$ cat src/rtl/alu_arbiter_pkg.sv
// Shared definitions for the two-requester ALU arbiter: opcodes, output
// buffer state encoding and the ALU result function.
package alu_arbiter_pkg;

    // ALU opcodes; 3'b110 and 3'b111 also decode as arithmetic right shift.
    localparam logic [2:0] OP_ADD = 3'b000;
    localparam logic [2:0] OP_SUB = 3'b001;
    localparam logic [2:0] OP_AND = 3'b010;
    localparam logic [2:0] OP_OR  = 3'b011;
    localparam logic [2:0] OP_SRL = 3'b100;
    localparam logic [2:0] OP_SRA = 3'b101;

    // Widest operand the ALU function supports.
    localparam int unsigned AluMaxWidth = 64;

    // One-entry output buffer occupancy.
    typedef enum logic {
        StEmpty = 1'b0,
        StFull  = 1'b1
    } buf_state_e;

    // Computes the ALU result for operands of 'width' bits carried in 64-bit
    // containers (upper bits must be zero). The result is masked to 'width'
    // bits. Shift amount is the full unsigned B, so shifts of 'width' or more
    // saturate to zero (SRL) or to the sign (SRA).
    function automatic logic [AluMaxWidth-1:0] alu_result(
        input logic [2:0]             op,
        input logic [AluMaxWidth-1:0] a,
        input logic [AluMaxWidth-1:0] b,
        input int unsigned            width
    );
        logic [AluMaxWidth-1:0] mask;
        logic [AluMaxWidth-1:0] a_sx;
        logic [AluMaxWidth-1:0] res;

        if (width >= AluMaxWidth) begin
            mask = '1;
        end else begin
            mask = (AluMaxWidth'(1) << width) - AluMaxWidth'(1);
        end

        // Sign-extend A from its own MSB so the 64-bit shift fills correctly.
        a_sx = a[width-1] ? (a | ~mask) : (a & mask);

        case (op)
            OP_ADD:  res = a + b;
            OP_SUB:  res = a - b;
            OP_AND:  res = a & b;
            OP_OR:   res = a | b;
            OP_SRL:  res = (a & mask) >> b;
            default: res = AluMaxWidth'($signed(a_sx) >>> b);
        endcase

        return res & mask;
    endfunction

endpackage

$ cat src/rtl/alu_rr_pick.sv
// Two-way round-robin grant. ptr_i is the index granted last; on a tie the
// other requester wins. Purely combinational.
module alu_rr_pick (
    input  logic [1:0] req_valid_i,
    input  logic       ptr_i,
    output logic [1:0] grant_o,
    output logic       grant_id_o
);

    // Select the winner from the valid mask and the last-grant pointer.
    always_comb begin
        grant_o    = 2'b00;
        grant_id_o = 1'b0;
        unique case (req_valid_i)
            2'b01: begin
                grant_o    = 2'b01;
                grant_id_o = 1'b0;
            end
            2'b10: begin
                grant_o    = 2'b10;
                grant_id_o = 1'b1;
            end
            2'b11: begin
                grant_id_o = ~ptr_i;
                grant_o    = ptr_i ? 2'b01 : 2'b10;
            end
            default: begin
                grant_o    = 2'b00;
                grant_id_o = 1'b0;
            end
        endcase
    end

endmodule

$ cat src/rtl/alu_arbiter.sv
// Two requesters share one ALU through a round-robin arbiter. The result is
// held in a one-entry output buffer that can drain and refill in one cycle.
module alu_arbiter
    import alu_arbiter_pkg::*;
#(
    parameter int unsigned WIDTH = 32,
    parameter int unsigned CNT_W = 16
) (
    input  logic             clk,
    input  logic             rst_n,
    input  logic [1:0]       req_valid,
    output logic [1:0]       req_ready,
    input  logic [2:0]       req0_op,
    input  logic [WIDTH-1:0] req0_a,
    input  logic [WIDTH-1:0] req0_b,
    input  logic [2:0]       req1_op,
    input  logic [WIDTH-1:0] req1_a,
    input  logic [WIDTH-1:0] req1_b,
    output logic             rsp_valid,
    input  logic             rsp_ready,
    output logic [WIDTH-1:0] rsp_data,
    output logic             rsp_id,
    output logic [CNT_W-1:0] op_cnt
);

    buf_state_e       state_q, state_d;
    logic [WIDTH-1:0] rsp_data_q, rsp_data_d;
    logic             rsp_id_q, rsp_id_d;
    logic             ptr_q, ptr_d;
    logic [CNT_W-1:0] op_cnt_q, op_cnt_d;

    logic [1:0]             grant;
    logic                   grant_id;
    logic                   can_accept;
    logic                   accept;
    logic                   drain;
    logic [2:0]             op_sel;
    logic [WIDTH-1:0]       a_sel;
    logic [WIDTH-1:0]       b_sel;
    logic [AluMaxWidth-1:0] alu_full;
    logic                   unused_alu_full;

    alu_rr_pick u_pick (
        .req_valid_i (req_valid),
        .ptr_i       (ptr_q),
        .grant_o     (grant),
        .grant_id_o  (grant_id)
    );

    // Handshake: only the grantee sees ready, and only while the buffer can
    // take a new entry. Held low during reset so nothing is accepted.
    always_comb begin
        can_accept = (state_q == StEmpty) || rsp_ready;
        req_ready  = rst_n ? (grant & {2{can_accept}}) : 2'b00;
        accept     = |req_ready;
        drain      = (state_q == StFull) && rsp_ready;
    end

    // Route the grantee's operands into the shared ALU.
    always_comb begin
        op_sel          = grant_id ? req1_op : req0_op;
        a_sel           = grant_id ? req1_a : req0_a;
        b_sel           = grant_id ? req1_b : req0_b;
        alu_full        = alu_result(op_sel, AluMaxWidth'(a_sel), AluMaxWidth'(b_sel), WIDTH);
        // Bits above WIDTH are always zero after masking.
        unused_alu_full = ^alu_full;
    end

    // Next-state for the output buffer, pointer and completion counter.
    always_comb begin
        state_d    = state_q;
        rsp_data_d = rsp_data_q;
        rsp_id_d   = rsp_id_q;
        ptr_d      = ptr_q;
        op_cnt_d   = op_cnt_q;

        if (accept) begin
            state_d    = StFull;
            rsp_data_d = alu_full[WIDTH-1:0];
            rsp_id_d   = grant_id;
            ptr_d      = grant_id;
        end else if (drain) begin
            state_d = StEmpty;
        end

        if (drain) begin
            op_cnt_d = op_cnt_q + CNT_W'(1);
        end
    end

    // Buffer FSM and registered outputs; pointer resets to 1 so requester 0
    // wins the first tie.
    always_ff @(posedge clk or negedge rst_n) begin
        if (!rst_n) begin
            state_q    <= StEmpty;
            rsp_data_q <= '0;
            rsp_id_q   <= 1'b0;
            ptr_q      <= 1'b1;
            op_cnt_q   <= '0;
        end else begin
            state_q    <= state_d;
            rsp_data_q <= rsp_data_d;
            rsp_id_q   <= rsp_id_d;
            ptr_q      <= ptr_d;
            op_cnt_q   <= op_cnt_d;
        end
    end

    // Drive outputs straight from the registers.
    always_comb begin
        rsp_valid = (state_q == StFull);
        rsp_data  = rsp_data_q;
        rsp_id    = rsp_id_q;
        op_cnt    = op_cnt_q;
    end

endmodule

$ cat config.mk
export PLATFORM = sky130hd
export DESIGN_NAME = alu_arbiter
export DESIGN_NICKNAME = d
export VERILOG_FILES = /design/src/rtl/alu_arbiter_pkg.sv /design/src/rtl/alu_rr_pick.sv /design/src/rtl/alu_arbiter.sv
export SDC_FILE = /design/constraint.sdc
export NUM_CORES = 1
export LEC_CHECK = 0
export BUFFER_PORTS_ARGS = -buffer_cell sky130_fd_sc_hd__buf_2
export CORE_MARGIN = 4
export CORE_UTILIZATION = 54
export CTS_CLUSTER_DIAMETER = 80
export CTS_CLUSTER_SIZE = 28
export DETAILED_ROUTE_END_ITERATION = 12
export MAX_ROUTING_LAYER = met4
export PLACE_DENSITY_LB_ADDON = 0.12
export SLEW_MARGIN = 40
export SYNTH_ARGS = -nofsm -noshare
export SYNTH_HDL_FRONTEND = slang
export SYNTH_HIERARCHICAL = 1
export SYNTH_SLANG_ARGS = --single-unit
$ cat constraint.sdc
create_clock -name clk -period 6.6 [get_ports clk]
set_input_delay 0.33 -clock clk [delete_from_list [all_inputs] [get_ports clk]]
set_output_delay 0.33 -clock clk [all_outputs]
set_load 0.05 [all_outputs]
==> results of run 1 <==
## power groups by stage
stage / logic (W) / registers [W] / clock network, W
final: 0.00223 / 0.000500 / 0.000273
after global routing: 0.00236 / 0.000515 / 0.000288
after CTS: 0.00217 / 0.000500 / 0.000276
after detailed placement: 0.00216 / 0.000505 / 0
after global placement: 0.00216 / 0.000502 / 0
after floorplan: 0.00119 / 0.000875 / 0
## path summary, 6_finish.rpt
check                              from           end  slack [ns]  depth (start not counted)
min in group clk              rsp_ready     rsp_valid        0.38                          3
max                               ptr_q  rsp_data[30]        0.95                         19
min                               rst_n   rsp_data[7]        0.14                          2
max reg2reg                       ptr_q  rsp_data[30]        0.95                         19
max in group asynchronous         rst_n  rsp_data[30]        6.01                          2
min reg2reg                rsp_data[22]  rsp_data[22]        0.47                          2
## flip-flops by register name, indices dropped and copies added (netlist names)
| name | count |
|---|---|
| ptr_q | 1 |
| rsp_id | 1 |
| rsp_valid | 1 |
| op_cnt | 16 |
| rsp_data | 32 |
## cell type report
| cell class | count | area (µm²) |
|---|---|---|
| clock inverter | 3 | 27.5 |
| timing repair buffer | 222 | 1190 |
| sequential | 51 | 1280 |
| clock buffer | 5 | 125 |
| fill | 1639 | 6530 |
| multi-input combinational | 1131 | 7740 |
| tap | 225 | 282 |
| inverter | 33 | 124 |
## worst max-delay path, delay by kind of cell, from the launching register on
family	cells	cell delay (ns)
multiplexers	1	0.40
AO/OA/AOI/OAI	9	2.31
adder cells (fa/ha/maj)	1	0.35
buffers and inverters	1	0.46
flip-flops	1	0.40
XOR/XNOR	1	0.16
AND/OR/NAND/NOR	6	1.42
## routing by layer
layer / global-route usage (%) / share of wire (%) / vias up
li1: - / - / 5181
met1: 50.3 / 38 / 5244
met2: 62.7 / 44 / 844
met3: 6.78 / 11 / 180
met4: 19.0 / 6.8 / 0
met5: - / 0 / -
## placed cells by master (no fill, tap or decap), drive strengths merged, types with 9 or more instances in the layout
master,count
buf,222
a21oi,154
nor2,134
mux2i,123
nand2,115
o21ai,104
dfrtp,50
mux2,47
xnor2,42
ha,35
nor3,34
inv,34
nand3,25
xor2,25
a31oi,20
a211oi,19
o221ai,18
nand2b,18
o211ai,17
maj3,13
and3,12
o22ai,12
a21o,12
nor4,10
a2111oi,9
## synth_stat cells (4+ instances only)
cell type	n
o2111ai_1	5
o32a_1	6
o31ai_1	8
buf_4	9
nor2_1	132
maj3_1	13
o221ai_1	18
ha_1	35
a31oi_1	20
nor3b_1	7
o211ai_1	17
a21o_1	12
o21ai_0	80
xnor2_1	42
clkbuf_1	42
o22ai_1	12
a221oi_1	5
mux2_2	47
or2_2	4
nor3_1	33
buf_6	7
nand2_1	114
a2111oi_0	8
nand4_1	8
buf_2	22
o21a_1	8
and3_1	12
xor2_1	25
a21oi_1	151
mux2i_1	115
inv_1	25
nand2b_1	18
a311oi_1	6
o21ai_1	24
or3_1	4
nor2b_1	4
nand3_1	25
a211oi_1	19
inv_2	8
o21bai_1	6
nor4_1	10
mux2i_2	6
dfrtp_1	50
## kinds of logic after synthesis
logic type,Yosys count,synth area share (%)
AO/OA/AOI/OAI,448,29.7
AND/OR/NAND/NOR,396,19.6
multiplexers,171,19.2
buffers and inverters,115,5.73
XOR/XNOR,67,6.16
flip-flops,51,13.4
adder cells (fa/ha/maj),49,6.18
## through the flow
stage / hold slack, ns / cells / setup slack, ns
6_report: 0.143 / 1670 / 0.953
5_1_grt: 0.184 / 1670 / 0.670
4_1_cts: 0.170 / 1670 / 1.08
3_5_place_dp: 0.455 / 1662 / 1.03
3_3_place_gp: 0.449 / 1662 / 1.19
2_1_floorplan: 0.0344 / 1297 / 1.59
==> impl_summary.txt, run 1 <==
----------------------------------------------------
[Global route]
  Maximum number of pins on one net before global-route repair ... 54
  Sum of overflow across all layers after global routing ... 0
  Global-route usage over all layers ... 40.0%
  Antenna violations before repair ... 0
  First-pass GRT wire length ... 60.7 mm
  Number of global-route vias before repair ... 10.4k

[Power and ir drop]
  Fraction of power consumed by sequential logic ... 16.7%
  Power density cells ... 279 nW/µm²
  Switching component of the power ... 0.00173 W
  Overall power consumption ... 0.00300 W
  Net switching share of the total power ... 57.5%
  Internal portion of total power ... 0.00128 W
  Portion of total power attributed to combinational logic ... 74.2%
  Relative contribution of the clock network to total power ... 9.1%
  Leakage power ... 4.64 nW
  Maximum resistive drop on vdd ... 342 µV

[Clock tree]
  Resize count post-CTS ... 0
  CTS H-tree lvls ... 2
  Clock tree from TritonCTS ... built
  Post-CTS setup repair buffer count ... 0
  Clock-pin slew reported for the worst setup and hold paths after clock tree synthesis ... 0.08 ns
  Bufs on Longest Clock Path ... 2
  Clock network latency to the later pin of the worst-skew pair ... 0.30 ns
  Clock buffers created by TritonCTS ... 5
  Sink count of the clock tree ... 51
  Clock Root Buffer ... clkbuf_16
  Hold_buf cts ... 0

[Placed design]
  Weighted congestion at the end of routability-driven global placement ... 1.10
  Total cell area at the placement stage ... 10600 µm²
  Detail Placement HPWL ... 31.5 mm
  # port buffers ... 190

[Cells and area]
  Proportion of layout cells with a drive suffix above 1 ... 22.3%
  Number of antenna repair diodes ... 0
  Final instance area ... 10800 µm²
  Area Overhead vs Synth ... 13.0%
  Share of the core filled with cells in the final layout ... 62.2%
  Net count, final ... 1619

[Yosys]
  Ys async rst share ... 100%
  Proportion of synthesized chip area in sequential cells ... 13.4%
  Top area cells in the synthesized netlist ... dfrtp_1, mux2i_1, a21oi_1
  Count of state elements after synthesis ... 51
  Avg Cell Area, Syn ... 7.34 µm²
  Post-Syn Instances ... 1297
  Combined area of all synthesized cells ... 9520 µm²
  Post-synth EDFFs ... 0
  Number of warning messages in the yosys log ... 6
  Unique cell type count in the Yosys netlist ... 89
  Ys flop type ... dfrtp_1
  Post-synth top area share ... 13.1%
  Nets in the synthesized netlist ... 1472
  Cell type with the highest aggregate area in the netlist ... dfrtp_1

[Timing]
  Max Freq ... 0.177 GHz
  Tcrit/Tclk final ... 85.6%
  Max-slew headroom ... 40.8%
  Setup repair after global routing missed its margin ... false
  Worst-margin pin slew ... 0.878 ns
  Finish-stage setup viols ... 0
  Layout Skew ... 0.0108 ns
  Time the worst path needs with I/O delays and setup ... 5.65 ns
  Count of endpoints failing hold in the final timing report ... 0
  Final-report max-slew violation count ... 0
  Final TNS setup ... 0 ns

[Job]
  Number of max-cap violations ... 0

[Critical path]
  CP Data Required Time ... 6.78 ns
  CP Class ... reg -> reg
  Slowest stage delay, CP ... 0.46 ns
  Crit path top cell by count ... o21ai_0
  Crit path capture type ... flip-flop
  Crit Path Max Fanout ... 31
  Critical path data arrival time ... 5.83 ns
  Max stage delay cell, worst path ... buf_4
  Cells along the critical path ... a21boi_4, buf_4, mux2_2, nor2_2, and3_1, nand2_1, o21ai_0, nand2_1, xor2_1, ha_1, o21ai_0, a21oi_1, o21ai_0, a21oi_1, o221ai_1, o31ai_1, a31oi_1, nor4bb_1, or3_1
  CP Launch Type ... flip-flop

[Drt]
  Via density ... 6.86
  Remaining antenna violation count ... 0
  Average routed wire per standard cell ... 24.1 µm
  Via count of the routed design ... 11.4k
  Total routed wirelength ... 40.3 mm
  Violation count after the first detailed-route iteration ... 1835
  First-pass DRT Iterations ... 6
  Number of DRC violations after detailed routing ... 0

[Floorplan]
  Die Ht ... 141 µm
  Core Rows ... 48
  Area enclosed by the die boundary ... 19800 µm²
  Core footprint ... 17300 µm²
  Die span in x ... 141 µm
  Top-Level Pins ... 191
  Initial core utilization ... 55.1%

[Outcome]
  Run status ... completed

[Min path]
  Classification of the worst-slack hold path ... in -> async

----------------------------------------------------
No activity file was read; power rests on OpenSTA's default activity.
==> run 2: changes to the inputs <==
SYNTH_HIERARCHICAL = default   (was 1)
==> run 2 against run 1 <==
Net effect:
- register-to-register slack worse by 0.30 ns
- sequential share of layout area fell by 0.87 points
- area after synthesis is 9.0% higher
- largest power group unchanged
- highest routed layer unchanged
- die area rose by 8.5%
- non-clock buffer count fell by 5
- power increased by 4.1%
- combinational power up 5%
==> impl_summary.txt, run 2 <==
----------------------------------------------------
[Outcome]
  Run status ... completed

[Cells and area]
  Final instance area ... 11600 µm² (+7.9%)
  Sequential standard cell area ... 1280 µm² (unchanged)
  Share of the core filled with cells in the final layout ... 61.7% (-0.54 points)
  Most used cells in the layout excluding fill and tap cells ... nand2_1, buf_2, mux2i_1, a21oi_1, nor2_1
  Proportion of layout cells with a drive suffix above 1 ... 19.4% (-2.9 points)
  Net count, final ... 1749 (+8.0%)
  Filler Cell Count ... 1769 (+7.9%)
  Footprint of the multi-input gates ... 8600 µm² (+11%)
  Leading cell type in the layout, fill and taps excluded ... nand2_1
  Area Overhead vs Synth ... 11.9%
  Flip-flop count of the largest register, all copies and words added ... 32 (unchanged)

[Yosys]
  Post-Syn Instances ... 1448 (+12%)
  Ys async rst share ... 100% (unchanged)
  Combined area of all synthesized cells ... 10400 µm² (+9.0%)
  Post-synth top area share ... 15.3% (+2.2 points)
  Proportion of synthesized chip area in sequential cells ... 12.3% (-1.1 points)
  Ys flop type ... dfrtp_1
  Avg Cell Area, Syn ... 7.17 µm² (-2.4%)
  Cell type with the highest aggregate area in the netlist ... mux2i_1
  Synth Area in XOR/XNOR ... 5.40% (-0.76 points)
  Multiplexer share of the synthesized area ... 20.1% (+0.91 points)
  Unique cell type count in the Yosys netlist ... 91 (+2.2%)
  Nets in the synthesized netlist ... 1623 (+10%)
  Most frequent cells after synthesis ... nand2_1, mux2i_1, a21oi_1
  Number of warning messages in the yosys log ... 0 (-6)
  Combinational family with the most area after synthesis ... compound AO/OA/AOI/OAI gates
  Synthesized-area fraction occupied by ao, oa, aoi and oai cells ... 28.2% (-1.5 points)
  Fraction of the mapped netlist area in simple logic gates ... 23.6% (+4.1 points)
  Post-synth EDFFs ... 0 (unchanged)
  Top area cells in the synthesized netlist ... mux2i_1, dfrtp_1, nand2_1
  Cell with the most instances after synthesis ... nand2_1
  Adder and majority cell fraction of the synthesized area ... 4.80% (-1.4 points)
  Count of state elements after synthesis ... 51 (unchanged)

[Critical path]
  Source of the worst register-to-register timing path ... ptr_q
  Reg-to-reg endpoint ... rsp_data[30]
  Crit path capture type ... flip-flop
  Register-to-Register Path Depth ... 17 (-2)
  Critical path data arrival time ... 6.14 ns (+0.31 ns)
  CP Launch Type ... flip-flop
  CP Data Required Time ... 6.79 ns (about the same)
  Register-to-Register Setup Slack ... 0.65 ns (-0.30 ns)
  Crit Path Max Fanout ... 29 (-6.5%)
  CP Class ... reg -> reg

[Timing]
  Tcrit/Tclk final ... 90.1% (+4.5 points)
  Max Freq ... 0.168 GHz (-5.0%)
  Layout Skew ... 0.00786 ns (-0.00298 ns)
  Count of endpoints failing hold in the final timing report ... 0 (unchanged)
  Worst-margin pin slew ... 0.966 ns (+0.0876 ns)
  Time the worst path needs with I/O delays and setup ... 5.95 ns (+0.298 ns)
  Final TNS setup ... 0 ns (unchanged)
  Finish-stage setup viols ... 0 (unchanged)
  Setup repair after global routing missed its margin ... false
  Final-report max-slew violation count ... 0 (unchanged)
  Max-slew headroom ... 34.8% (-6.0 points)

[Clock tree]
  Clock tree from TritonCTS ... built
  Clock Root Buffer ... clkbuf_16
  Clock network latency to the later pin of the worst-skew pair ... 0.30 ns (about the same)
  Sink count of the clock tree ... 51 (unchanged)
  Clock-pin slew reported for the worst setup and hold paths after clock tree synthesis ... 0.07 ns (about the same)
  Hold_buf cts ... 0 (unchanged)
  Post-CTS setup repair buffer count ... 0 (unchanged)
  CTS H-tree lvls ... 2 (unchanged)
  Resize count post-CTS ... 0 (unchanged)
  Clock buffers created by TritonCTS ... 5 (unchanged)
  Bufs on Longest Clock Path ... 2 (unchanged)

[Power and ir drop]
  Leakage power ... 5.22 nW (+12%)
  Maximum resistive drop on vdd ... 325 µV (-4.9%)
  Power density cells ... 269 nW/µm² (-3.5%)
  Overall power consumption ... 0.00313 W (+4.1%)

[Drt]
  First-pass DRT Iterations ... 6 (unchanged)
  Number of DRC violations after detailed routing ... 0 (unchanged)
  Violation count after the first detailed-route iteration ... 1785 (-2.7%)
  Remaining antenna violation count ... 0 (unchanged)
  Via density ... 6.96 (+1.6%)
  Average routed wire per standard cell ... 26.1 µm (+8.2%)
  Via count of the routed design ... 12.8k (+12%)
  Total routed wirelength ... 47.9 mm (+19%)

[Placed design]
  Weighted congestion at the end of routability-driven global placement ... 1.08 (-2.4%)
  # port buffers ... 190 (unchanged)
  Detail Placement HPWL ... 37.6 mm (+20%)
  Total cell area at the placement stage ... 11400 µm² (+7.7%)

[Floorplan]
  Die span in x ... 147 µm (+4.2%)
  Core footprint ... 18800 µm² (+8.9%)
  Top-Level Pins ... 191 (unchanged)
  Area enclosed by the die boundary ... 21500 µm² (+8.5%)
  Initial core utilization ... 55.1% (+0.073 points)
  Die Ht ... 147 µm (+4.2%)
  Core Rows ... 50 (+4.2%)

[Global route]
  Maximum number of pins on one net before global-route repair ... 75 (+39%)
  Global-route usage over all layers ... 43.5% (+3.5 points)
  Number of global-route vias before repair ... 11.8k (+14%)
  First-pass GRT wire length ... 71.3 mm (+18%)
  Sum of overflow across all layers after global routing ... 0 (unchanged)
  Antenna violations before repair ... 1 (+1)

[Job]
  Number of max-cap violations ... 0 (unchanged)

[Min path]
  Classification of the worst-slack hold path ... in -> async

----------------------------------------------------
## run 2: cell types whose count changed after synthesis, sizes merged, moves of 13 or more
cell / before / now
a21oi: 154 / 128
buf: 40 / 53
mux2: 47 / 33
mux2i: 123 / 166
nand2: 115 / 213
nand3: 25 / 43
## run 2: cell type report
class                   instances  area share [%]
multi-input cells            1277            74.0
flip-flops and latches         51            11.0
repair buffers                217            10.2
well taps                     260            2.80
clock buffers                   5            1.08
inverters                      22           0.711
clock inverters                 3           0.237
diodes                          1          0.0215
## run 2: logic make-up after synthesis
kind of cell	count (synthesis)
and+or+nand+nor	522
adders and majority gates	40
xor gates and xnor gates	64
buffers and inverters	120
DFF	51
AOI/OAI and AO/OA	452
muxes	199
## run 2: per-layer routing
layer  track usage (%)  routed length [µm]  up-vias
li1                  -                   -     5663
met1              56.1               18500     6009
met2              63.4               20200      931
met3              11.3                6120      184
met4              21.0                3090        0
met5                 -                   0        -
## run 2: stage by stage
stage | worst slack [ns] | hold slack [ns] | std cells
2_1_floorplan | 1.75 | 0.0344 | 1448
3_3_place_gp | 0.812 | 0.458 | 1826
3_5_place_dp | 0.842 | 0.460 | 1826
4_1_cts | 0.837 | 0.179 | 1834
5_1_grt | 0.246 | 0.207 | 1835
6_report | 0.655 | 0.145 | 1836
## run 2: worst max path at each step
stage	from	cells after the start	slack, ns	end
2_1_floorplan	ptr_q	21	1.75	rsp_data[30]
3_3_place_gp	ptr_q	16	0.81	rsp_data[29]
3_5_place_dp	ptr_q	17	0.84	rsp_data[30]
4_1_cts	ptr_q	17	0.84	rsp_data[30]
5_1_grt	ptr_q	17	0.25	rsp_data[29]
6_report	ptr_q	17	0.65	rsp_data[30]
## run 2: power by group
group	total (W)	switching (W)	internal (W)
combinational	0.00235	0.00163	0.000722
clock	0.000271	0.000126	0.000144
sequential	0.000506	0.0000858	0.000420
## run 2: critical path: stages, from the launching register on
cell and delay, ns:
dfstp_2 0.60, a21bo_4 0.52, buf_4 0.35, mux2i_1 0.59, ha_1 0.32, nand3_1 0.23, nor2_4 0.24, nor2_1 0.08
xnor2_1 0.16, ha_1 0.40, nand4_1 0.16, a211oi_1 0.46, o21bai_1 0.21, o21ai_1 0.49, a221o_1 0.26, a211oi_1 0.07
or3b_2 0.46, a22o_1 0.20
==> run 3: changes to the inputs <==
clock period = 7.6 ns   (was 6.6 ns; I/O delays follow)
==> run 3 against run 2 <==
Net effect:
- cell count decreased by 0.27%
- sequential share of layout area rose by 0.073 points
- register-to-register slack better by 0.82 ns
- via count barely moved
- first-iteration DRC count down 3.1%
- maximum frequency is 3.0% lower
- hold slack gained 0.046 ns
- cell area is 0.66% lower
- clock-buffer cell count unchanged
- die area unchanged
==> impl_summary.txt, run 3 (synthesis results as in run 2) <==
----------------------------------------------------
[Global route]
  Global-route usage over all layers ... 42.0% (-1.6 points)
  First-pass GRT wire length ... 68.8 mm (-3.5%)
  Number of global-route vias before repair ... 11.7k (-0.53%)
  Sum of overflow across all layers after global routing ... 0 (unchanged)
  Antenna violations before repair ... 0 (-1)
  Maximum number of pins on one net before global-route repair ... 54 (-28%)

[Clock tree]
  Clock-pin slew reported for the worst setup and hold paths after clock tree synthesis ... 0.08 ns (about the same)
  Clock Root Buffer ... clkbuf_16
  Clock tree from TritonCTS ... built
  Bufs on Longest Clock Path ... 2 (unchanged)
  Resize count post-CTS ... 0 (unchanged)
  Sink count of the clock tree ... 51 (unchanged)
  Clock network latency to the later pin of the worst-skew pair ... 0.30 ns (about the same)
  Clock buffers created by TritonCTS ... 5 (unchanged)
  Post-CTS setup repair buffer count ... 0 (unchanged)
  Hold_buf cts ... 0 (unchanged)
  CTS H-tree lvls ... 2 (unchanged)

[Critical path]
  Critical path data arrival time ... 6.32 ns (+0.18 ns)
  Crit path capture type ... flip-flop
  CP Data Required Time ... 7.79 ns (+1.00 ns)
  CP Launch Type ... flip-flop
  Origin of the worst setup path ... ptr_q
  CP Class ... reg -> reg
  Crit Path Max Fanout ... 35 (+21%)
  Source of the worst register-to-register timing path ... ptr_q

[Floorplan]
  Area enclosed by the die boundary ... 21500 µm² (unchanged)
  Top-Level Pins ... 191 (unchanged)
  Die Ht ... 147 µm (unchanged)
  Initial core utilization ... 55.1% (unchanged)
  Core Rows ... 50 (unchanged)
  Core footprint ... 18800 µm² (unchanged)
  Die span in x ... 147 µm (unchanged)

[Timing]
  Final TNS setup ... 0 ns (unchanged)
  Final-report max-slew violation count ... 0 (unchanged)
  Count of endpoints failing hold in the final timing report ... 0 (unchanged)
  Tcrit/Tclk final ... 80.6% (-9.5 points)
  Layout Skew ... 0.00854 ns (+0.000674 ns)
  Finish-stage setup viols ... 0 (unchanged)
  Max Freq ... 0.163 GHz (-3.0%)
  Hold Slack ... 0.190 ns (+0.0457 ns)
  Time the worst path needs with I/O delays and setup ... 6.13 ns (+0.181 ns)
  Setup repair after global routing missed its margin ... false
  Worst-margin pin slew ... 0.941 ns (-0.0247 ns)
  Max-slew headroom ... 36.9% (+2.1 points)

[Min path]
  Classification of the worst-slack hold path ... in -> async

[Drt]
  Average routed wire per standard cell ... 25.3 µm (-3.2%)
  Met2 Wirelength ... 19.3 mm (-4.1%)
  Remaining antenna violation count ... 0 (unchanged)
  Routed wl met3 ... 5.88 mm (-4.0%)
  Total routed wirelength ... 46.3 mm (-3.4%)
  First-pass DRT Iterations ... 8 (+2)
  Number of DRC violations after detailed routing ... 0 (unchanged)
  WL met1 ... 17.7 mm (-4.4%)
  Highest metal layer with signal wires ... met4
  Via density ... 6.98 (+0.28%)
  Via count of the routed design ... 12.8k (+0.0078%)
  Violation count after the first detailed-route iteration ... 1730 (-3.1%)

[Job]
  Number of max-cap violations ... 0 (unchanged)

[Placed design]
  Weighted congestion at the end of routability-driven global placement ... 1.11 (+2.9%)
  Dpl cells ... 1822 (-0.22%)
  Detail Placement HPWL ... 36.1 mm (-3.9%)
  # port buffers ... 190 (unchanged)

[Power and ir drop]
  Switching component of the power ... 0.00157 W (-15%)
  Power density cells ... 232 nW/µm² (-14%)
  Maximum resistive drop on vdd ... 285 µV (-12%)
  Relative contribution of the clock network to total power ... 8.9% (+0.2 points)
  Leakage power ... 5.18 nW (-0.69%)
  Net switching share of the total power ... 58.5% (-0.34 points)
  Internal portion of total power ... 0.00111 W (-14%)
  Portion of total power attributed to combinational logic ... 75.0% (-0.2 points)
  Fraction of power consumed by sequential logic ... 16.2% (about the same)
  Overall power consumption ... 0.00268 W (-14%)

[Cells and area]
  Finished Layout Cells ... 1831 (-0.27%)
  Net count, final ... 1744 (-0.29%)
  Filler Cell Count ... 1798 (+1.6%)
  Most used cells in the layout excluding fill and tap cells ... nand2_1, buf_2, mux2i_1, a21oi_1, nor2_1
  Area Overhead vs Synth ... 11.2%
  Flip-flop count of the largest register, all copies and words added ... 32 (unchanged)
  Proportion of layout cells with a drive suffix above 1 ... 19.0% (-0.38 points)
  Leading cell type in the layout, fill and taps excluded ... nand2_1

[Outcome]
  Run status ... completed

----------------------------------------------------
[run 3: cell count changes in the layout (fill, tap and decap cells not counted), sizes merged]
| cell | change |
|---|---|
| buf | -5 |
| clkinv | -1 |
| inv | +1 |
[run 3: cell type report]
cell class	instances	area [µm²]	area share [%]
Antenna cell	1	2.50	0.0217
Clock inverter	3	25.0	0.217
Multi-Input combinational cell	1277	8580	74.4
Clock buffer	5	125	1.08
Timing Repair Buffer	212	1120	9.71
Inverter	22	82.6	0.716
Sequential cell	51	1280	11.1
Tap cell	260	325	2.82
[run 3: through the flow]
stage / utilization, % / setup WS, ns / cell area [µm²]
floorplan: - / 2.75 / 10400
global placement: 60.4 / 1.83 / 11400
detailed placement: 60.4 / 1.61 / 11400
CTS: 61.2 / 1.60 / 11500
global route: 61.3 / 1.28 / 11500
finish: 61.3 / 1.47 / 11500
[run 3: worst paths after layout]
kind,cells past startpoint,slack (ns),end
hold / removal,2,0.19,rsp_data[6]
setup reg to reg,17,1.47,rsp_data[30]
setup / recovery,17,1.47,rsp_data[30]
max in group asynchronous,2,6.95,rsp_data[17]
min in group clk,3,0.41,rsp_valid
hold reg to reg,1,0.47,op_cnt[15]
[run 3: per-layer routing]
layer,GRT usage (%),vias up
met1,53.7,5978
met3,10.6,216
met4,22.7,0
met2,60.6,926
met5,-,-
li1,-,5668
[run 3: critical path, cell delays in order, from the launching register on]
cell and delay [ns]:
dfstp_2 0.59, a21bo_4 0.60, mux2_2 0.53, nor2_1 0.12
buf_4 0.30, nand2_1 0.43, nand2_1 0.20, o21ai_0 0.17
fa_1 0.49, nor2b_1 0.18, o2111ai_1 0.15, a211oi_1 0.44
o21bai_1 0.21, o21ai_1 0.53, a221o_1 0.27, a211oi_1 0.07
or3b_2 0.47, a22o_1 0.22
[run 3: power groups by stage]
| stage | registers [W] | logic, W | clock network, W |
|---|---|---|---|
| 6_report | 0.000433 | 0.00201 | 0.000238 |
| 4_1_cts | 0.000432 | 0.00195 | 0.000236 |
| 2_1_floorplan | 0.000747 | 0.00107 | 0 |
| 5_1_grt | 0.000444 | 0.00212 | 0.000248 |
| 3_5_place_dp | 0.000435 | 0.00194 | 0 |
| 3_3_place_gp | 0.000433 | 0.00193 | 0 |
